File: src/rtl/lsu_pkg.sv
// Shared types, funct3 encodings and request checks for the load/store unit.
package lsu_pkg;

    localparam int unsigned XLEN = 32;

    localparam logic [2:0] F3_B  = 3'd0;
    localparam logic [2:0] F3_H  = 3'd1;
    localparam logic [2:0] F3_W  = 3'd2;
    localparam logic [2:0] F3_BU = 3'd4;
    localparam logic [2:0] F3_HU = 3'd5;

    typedef enum logic [2:0] {
        IDLE  = 3'd0,
        ADDR  = 3'd1,
        DATA  = 3'd2,
        WRITE = 3'd3,
        RESP  = 3'd4
    } lsu_state_t;

    // Request fields captured on the accept handshake.
    typedef struct packed {
        logic            we;
        logic [2:0]      funct3;
        logic [1:0]      lane;
        logic [XLEN-1:0] wdata;
    } lsu_req_t;

    function automatic logic is_misaligned(input logic [2:0] funct3, input logic [1:0] lo);
        case (funct3)
            F3_H, F3_HU: return lo[0];
            F3_W:        return lo != 2'b00;
            default:     return 1'b0;
        endcase
    endfunction

    function automatic logic is_illegal(input logic we, input logic [2:0] funct3);
        if (we) return funct3 > F3_W;
        return !(funct3 inside {F3_B, F3_H, F3_W, F3_BU, F3_HU});
    endfunction

endpackage

File: src/rtl/lsu_align.sv
// Lane steering: load extract/extend and sub-word store merge into the old RAM word.
module lsu_align
    import lsu_pkg::*;
(
    input  logic [XLEN-1:0] rdata,
    input  logic [XLEN-1:0] wdata,
    input  logic [1:0]      lane,
    input  logic [2:0]      funct3,
    output logic [XLEN-1:0] load_c,
    output logic [XLEN-1:0] merge_c
);

    function automatic logic [XLEN-1:0] load_extract(input logic [XLEN-1:0] word,
                                                     input logic [1:0] ln,
                                                     input logic [2:0] f3);
        logic [XLEN-1:0] sh;
        sh = word >> {ln, 3'b000};
        case (f3)
            F3_B:    return {{24{sh[7]}}, sh[7:0]};
            F3_BU:   return {24'd0, sh[7:0]};
            F3_H:    return {{16{sh[15]}}, sh[15:0]};
            F3_HU:   return {16'd0, sh[15:0]};
            default: return word;
        endcase
    endfunction

    function automatic logic [XLEN-1:0] store_merge(input logic [XLEN-1:0] old,
                                                    input logic [XLEN-1:0] wd,
                                                    input logic [1:0] ln,
                                                    input logic [2:0] f3);
        logic [XLEN-1:0] mask;
        case (f3)
            F3_B:    mask = 32'h0000_00FF;
            F3_H:    mask = 32'h0000_FFFF;
            default: mask = 32'hFFFF_FFFF;
        endcase
        return (old & ~(mask << {ln, 3'b000})) | ((wd & mask) << {ln, 3'b000});
    endfunction

    assign load_c  = load_extract(rdata, lane, funct3);
    assign merge_c = store_merge(rdata, wdata, lane, funct3);

endmodule

File: src/rtl/lsu_mem_port.sv
// RV32I load/store unit driving a word-wide, 1-cycle-read data RAM.
// Define LSU_PERF_EN to add load/store/error response counters.
module lsu_mem_port
    import lsu_pkg::*;
#(
    parameter int unsigned ADDR_W = 32,
    parameter int unsigned DATA_W = 32
) (
    input  logic              clk,
    input  logic              rst,
    input  logic              req_valid,
    output logic              req_ready,
    input  logic              req_we,
    input  logic [2:0]        req_funct3,
    input  logic [ADDR_W-1:0] req_addr,
    input  logic [DATA_W-1:0] req_wdata,
    output logic              resp_valid,
    output logic              resp_err,
    output logic [DATA_W-1:0] resp_rdata,
    output logic              mem_w_en,
    output logic [ADDR_W-1:0] mem_addr,
    output logic [DATA_W-1:0] mem_wdata,
    input  logic [DATA_W-1:0] mem_rdata
`ifdef LSU_PERF_EN
    ,
    output logic [31:0]       perf_loads,
    output logic [31:0]       perf_stores,
    output logic [31:0]       perf_errs
`endif
);

    if (DATA_W != 32) begin : g_bad_width
        $error("lsu_mem_port: DATA_W must be 32");
    end

    lsu_state_t  state, state_next;
    lsu_req_t    req_q;
    logic        w_en_q;
    logic        accept_c;
    logic        bad_c;
    logic [XLEN-1:0] load_c, merge_c;

    assign accept_c = (state == IDLE) && req_valid;
    assign bad_c    = is_illegal(req_we, req_funct3) || is_misaligned(req_funct3, req_addr[1:0]);
    // Reset must suppress a write even when it lands on the WRITE cycle itself.
    assign mem_w_en = w_en_q & ~rst;

    lsu_align u_align (
        .rdata  (mem_rdata),
        .wdata  (req_q.wdata),
        .lane   (req_q.lane),
        .funct3 (req_q.funct3),
        .load_c (load_c),
        .merge_c(merge_c)
    );

    always_ff @(posedge clk) begin
        if (rst) state <= IDLE;
        else     state <= state_next;
    end

    always_comb begin
        state_next = state;
        case (state)
            IDLE: begin
                if (req_valid) begin
                    if (bad_c)                             state_next = RESP;
                    else if (req_we && req_funct3 == F3_W) state_next = WRITE;
                    else                                   state_next = ADDR;
                end
            end
            ADDR:    state_next = DATA;
            DATA:    state_next = req_q.we ? WRITE : RESP;
            WRITE:   state_next = RESP;
            RESP:    state_next = IDLE;
            default: state_next = IDLE;
        endcase
    end

    // Registered outputs follow the next state; datapath loads on accept and in DATA.
    always_ff @(posedge clk) begin
        if (rst) begin
            req_ready  <= 1'b1;
            resp_valid <= 1'b0;
            resp_err   <= 1'b0;
            resp_rdata <= '0;
            w_en_q     <= 1'b0;
            mem_addr   <= '0;
            mem_wdata  <= '0;
            req_q      <= '0;
        end else begin
            req_ready  <= state_next == IDLE;
            resp_valid <= state_next == RESP;
            w_en_q     <= state_next == WRITE;
            if (accept_c) begin
                req_q.we     <= req_we;
                req_q.funct3 <= req_funct3;
                req_q.lane   <= req_addr[1:0];
                req_q.wdata  <= req_wdata;
                mem_addr     <= {req_addr[ADDR_W-1:2], 2'b00};
                mem_wdata    <= req_wdata;
                resp_err     <= bad_c;
                resp_rdata   <= '0;
            end
            if (state == DATA) begin
                if (req_q.we) mem_wdata  <= merge_c;
                else          resp_rdata <= load_c;
            end
            if (state == RESP) resp_err <= 1'b0;
        end
    end

`ifdef LSU_PERF_EN
    always_ff @(posedge clk) begin
        if (rst) begin
            perf_loads  <= '0;
            perf_stores <= '0;
            perf_errs   <= '0;
        end else if (resp_valid) begin
            if (resp_err)      perf_errs   <= perf_errs + 32'd1;
            else if (req_q.we) perf_stores <= perf_stores + 32'd1;
            else               perf_loads  <= perf_loads + 32'd1;
        end
    end
`endif

endmodule
File: config.mk
export PLATFORM = sky130hd
export DESIGN_NAME = lsu_mem_port
export DESIGN_NICKNAME = d
export VERILOG_FILES = /design/src/rtl/lsu_pkg.sv /design/src/rtl/lsu_align.sv /design/src/rtl/lsu_mem_port.sv
export SDC_FILE = /design/constraint.sdc
export NUM_CORES = 1
export LEC_CHECK = 0
export BUFFER_PORTS_ARGS = -buffer_cell sky130_fd_sc_hd__buf_2
export CAP_MARGIN = 10
export CORE_ASPECT_RATIO = 0.6
export CORE_MARGIN = 4
export CORE_UTILIZATION = 30
export DETAILED_ROUTE_END_ITERATION = 8
export HOLD_SLACK_MARGIN = 0.15
export SLEW_MARGIN = 20
export SYNTH_ARGS = -nofsm -noshare
export SYNTH_HDL_FRONTEND = slang
export SYNTH_SLANG_ARGS = --single-unit
File: constraint.sdc
create_clock -name clk -period 2.15 [get_ports clk]
set_input_delay 0.1075 -clock clk [delete_from_list [all_inputs] [get_ports clk]]
set_output_delay 0.1075 -clock clk [all_outputs]
set_load 0.1 [all_outputs]
==> summary.txt <==
Placed design
  • Routability cong.: between 0.9 and 1
  • Detailed placer's ending HPWL: 18110 um
  • Worst setup slack before clock tree synthesis: 274.9 ps
  • Quantity of I/O buffers inserted on ports: 200

Floorplan
  • Effective utilization at floorplan: 30.50%
  • Placeable Area: roughly 0.021 mm2
  • Standard-cell row count: between 40 and 50
  • I/O pin count: 203
  • Die outline width: 196.8 um
  • Area of the die: 0.02386 mm2
  • Die Y: 121.3 um

Timing
  • Final Max Tran Viols: 0
  • Highest Clock Rate: 504.7 MHz
  • RSZ-0062 raised after global routing: no
  • Slew margin rel.: 46.52%
  • Pin slew with the least headroom to its limit: 799.2 ps
  • Clock period minus final worst setup slack: slightly below 2000 ps
  • Final period utilization: around 92%
  • Worst-case clock skew: 12.66 ps
  • Worst setup slack after layout: 168.6 ps
  • Setup-failing EPs final: 0
  • Sum Neg Setup Slack: 0 ps
  • Final number of hold-violating endpoints: 0

Power
  • Power share of the clock group: around 40%
  • Logic gate share of total power: 24.3%
  • IR Drop Worst-Case VDD: 0.5800 mV
  • Power per unit of standard cell area: 867.2 mW/mm2
  • Power spent charging and discharging nets: around 0.0028 W
  • Overall power of the completed layout: 0.008190 W
  • Switching portion of total power: 34.38%
  • Internal power: ~0.0054 W
  • P_leak: 3.859 nW
  • Register share of total power: 34.8%

Yosys
  • Flop and latch count out of synthesis: 139
  • Count of yosys warnings during synthesis: 0
  • Portion of synthesized cell area occupied by the leading cell type: 43.38%
  • Sequential share of the synthesized area: 43.38%
  • Post-Syn Area: 0.006415 mm2
  • Fraction of registers with async set or reset after synthesis: 0%
  • Biggest area contributors in the synthesized netlist: dfxtp_1 43%, nand2_1 13%, a21oi_1 8.7%, mux2i_1 3.7%, a211oi_1 3.0%
  • Synthesized area per cell: 8.224 um2
  • Cells after Synth: 780
  • Top FF cell, synth: dfxtp_1
  • Post-synthesis cell type with the largest combined area: dfxtp_1
  • Number of distinct standard cells referenced by the synthesized netlist: 52
  • Number of flops mapped to enable cells by yosys: 0

Layout
  • Area delta synth->final: 47.22%
  • Fraction of final layout cells sized beyond drive strength 1: about a quarter
  • Share of the core filled with cells: 44.90%
  • Commonest cells after routing, fill and taps aside: 217 x nand2_1, 199 x buf_2, 138 x dfxtp_1
  • Diodes inserted: 0
  • Most common library cell in the layout ignoring fill and taps: nand2_1
  • Total Nets Final: 1165

Clocking
  • CTS H-tree lvls: 4
  • Register clock-pin slew on the reported worst setup and hold paths: 70 ps
  • Cts bufs inserted: 17
  • Bufs on Longest Clock Path: 2
  • CTS root buf: clkbuf_16
  • Number of instances resized during post-cts repair: 0
  • Latest clock arrival within the worst-skew pair: 440 ps
  • Clock tree from TritonCTS: done
  • Number of clock sinks seen by CTS: ~140

Route
  • Total vias in the final route: approximately 7000
  • Number of nets with antenna violations after routing: 0
  • Number of DRC markers in iteration 0: 646
  • Number of remaining DRC errors: 0
  • Routed wire length: 25830 um
  • Drt first pass iters: 5
  • Via count normalized by instance count: 5.177
  • Detail-routed net length per standard cell: 19.07 um

Worst hold path
  • Type of the most critical hold path: in2reg

Global route
  • Maximum number of pins on one net before global-route repair: 56
  • Global routing usage summed across all routing layers: 21.50%
  • Global route overflow: 0
  • First-pass GRT wire length: 39080 um
  • Initial antenna violation count: 2
  • Number of global-route vias before repair: 6751

Job
  • Maximum Capacitance Violations: 0

Critical path
  • Required time of the critical path: 2520 ps
  • Critical Setup Path Class: reg2reg
  • Kind of end point of the critical path: flop
  • Crit path max fanout: 8
  • Startpoint types: flop
  • Arrival @ worst endpoint: roughly 2400 ps

Status
  • Outcome: complete, no violations
==> power groups by stage <==
stage               registers [W]  logic (W)  clock network [W]
floorplan                 0.00359   0.000631                  0
global route              0.00287    0.00210            0.00355
global placement          0.00290    0.00181                  0
detailed placement        0.00290    0.00181                  0
CTS                       0.00284    0.00197            0.00341
finish                    0.00285    0.00199            0.00335
==> per-layer routing <==
layer  global-route usage, %  part of all wire [%]
met5                       0                     0
met4                   5.281                   1.5
met3                   8.019                    11
met2                   29.27                    40
met1                   31.73                    48
==> sequential cells by signal, indices dropped and copies added (netlist names) <==
signal      cells
resp_err        1
resp_rdata     32
resp_valid      1
req_q          38
w_en_q          1
state           3
req_ready       1
mem_wdata      32
mem_addr       30
==> metrics by stage <==
step	hold WS [ps]	instance area (um2)	instances
after floorplan	243.5	6419	781
after global placement	347.5	7735	1217
after detailed placement	355.6	7735	1217
after CTS	150.6	9427	1352
after global routing	182.3	9444	1354
final	171.5	9444	1354
==> what timing repair did <==
item,4_1_cts,5_1_grt
hold endpoints to repair,129,0
hold buffers,103,0
setup endpoints to repair,0,7
setup buffers,0,2
==> worst max-delay path, stage by stage (launching register included) <==
cell	delay, ps
dfxtp_1	370
buf_4	180
nor4b_4	360
buf_4	220
nand2_1	70
a21oi_1	130
dlygate4sd3_1	580
==> cells in the mapped netlist, drive strengths merged, types with 11 or more instances <==
| master | count |
|---|---|
| dfxtp | 139 |
| nand2 | 217 |
| a21oi | 112 |
| buf | 26 |
| nor2b | 12 |
| mux2 | 11 |
| a311oi | 17 |
| nand2b | 12 |
| clkbuf | 46 |
| a211oi | 26 |
| mux2i | 24 |
| nor2 | 13 |
==> layout make-up <==
class	count	area, um2
Multi-Input combinational cell	568	3313
Clock buffer	17	425.4
Sequential cell	139	2784
Inverter	2	7.507
Clock inverter	15	235.2
Tap cell	279	349.1
Fill cell	2131	11590
Timing Repair Buffer	334	2330
==> cells by family after synthesis <==
group / after synthesis / share of synthesized area [%]
AND/OR/NAND/NOR: 276 / 18.88
AO/OA/AOI/OAI: 255 / 26.88
flip-flops: 139 / 43.38
buffers and inverters: 74 / 5.130
multiplexers: 35 / 5.676
other: 1 / 0.05846
==> worst paths after layout <==
| path | from | to | slack, ps | cells after the start |
|---|---|---|---|---|
| worst min register to register | mem_addr[21] | mem_addr[21] | 450 | 2 |
| worst max register to register | state[0] | mem_addr[31] | 170 | 6 |
| worst max-delay path | state[0] | mem_addr[31] | 170 | 6 |
| worst min-delay path | mem_rdata[2] | resp_rdata[2] | 170 | 4 |
(Power assumes the default switching activity.)
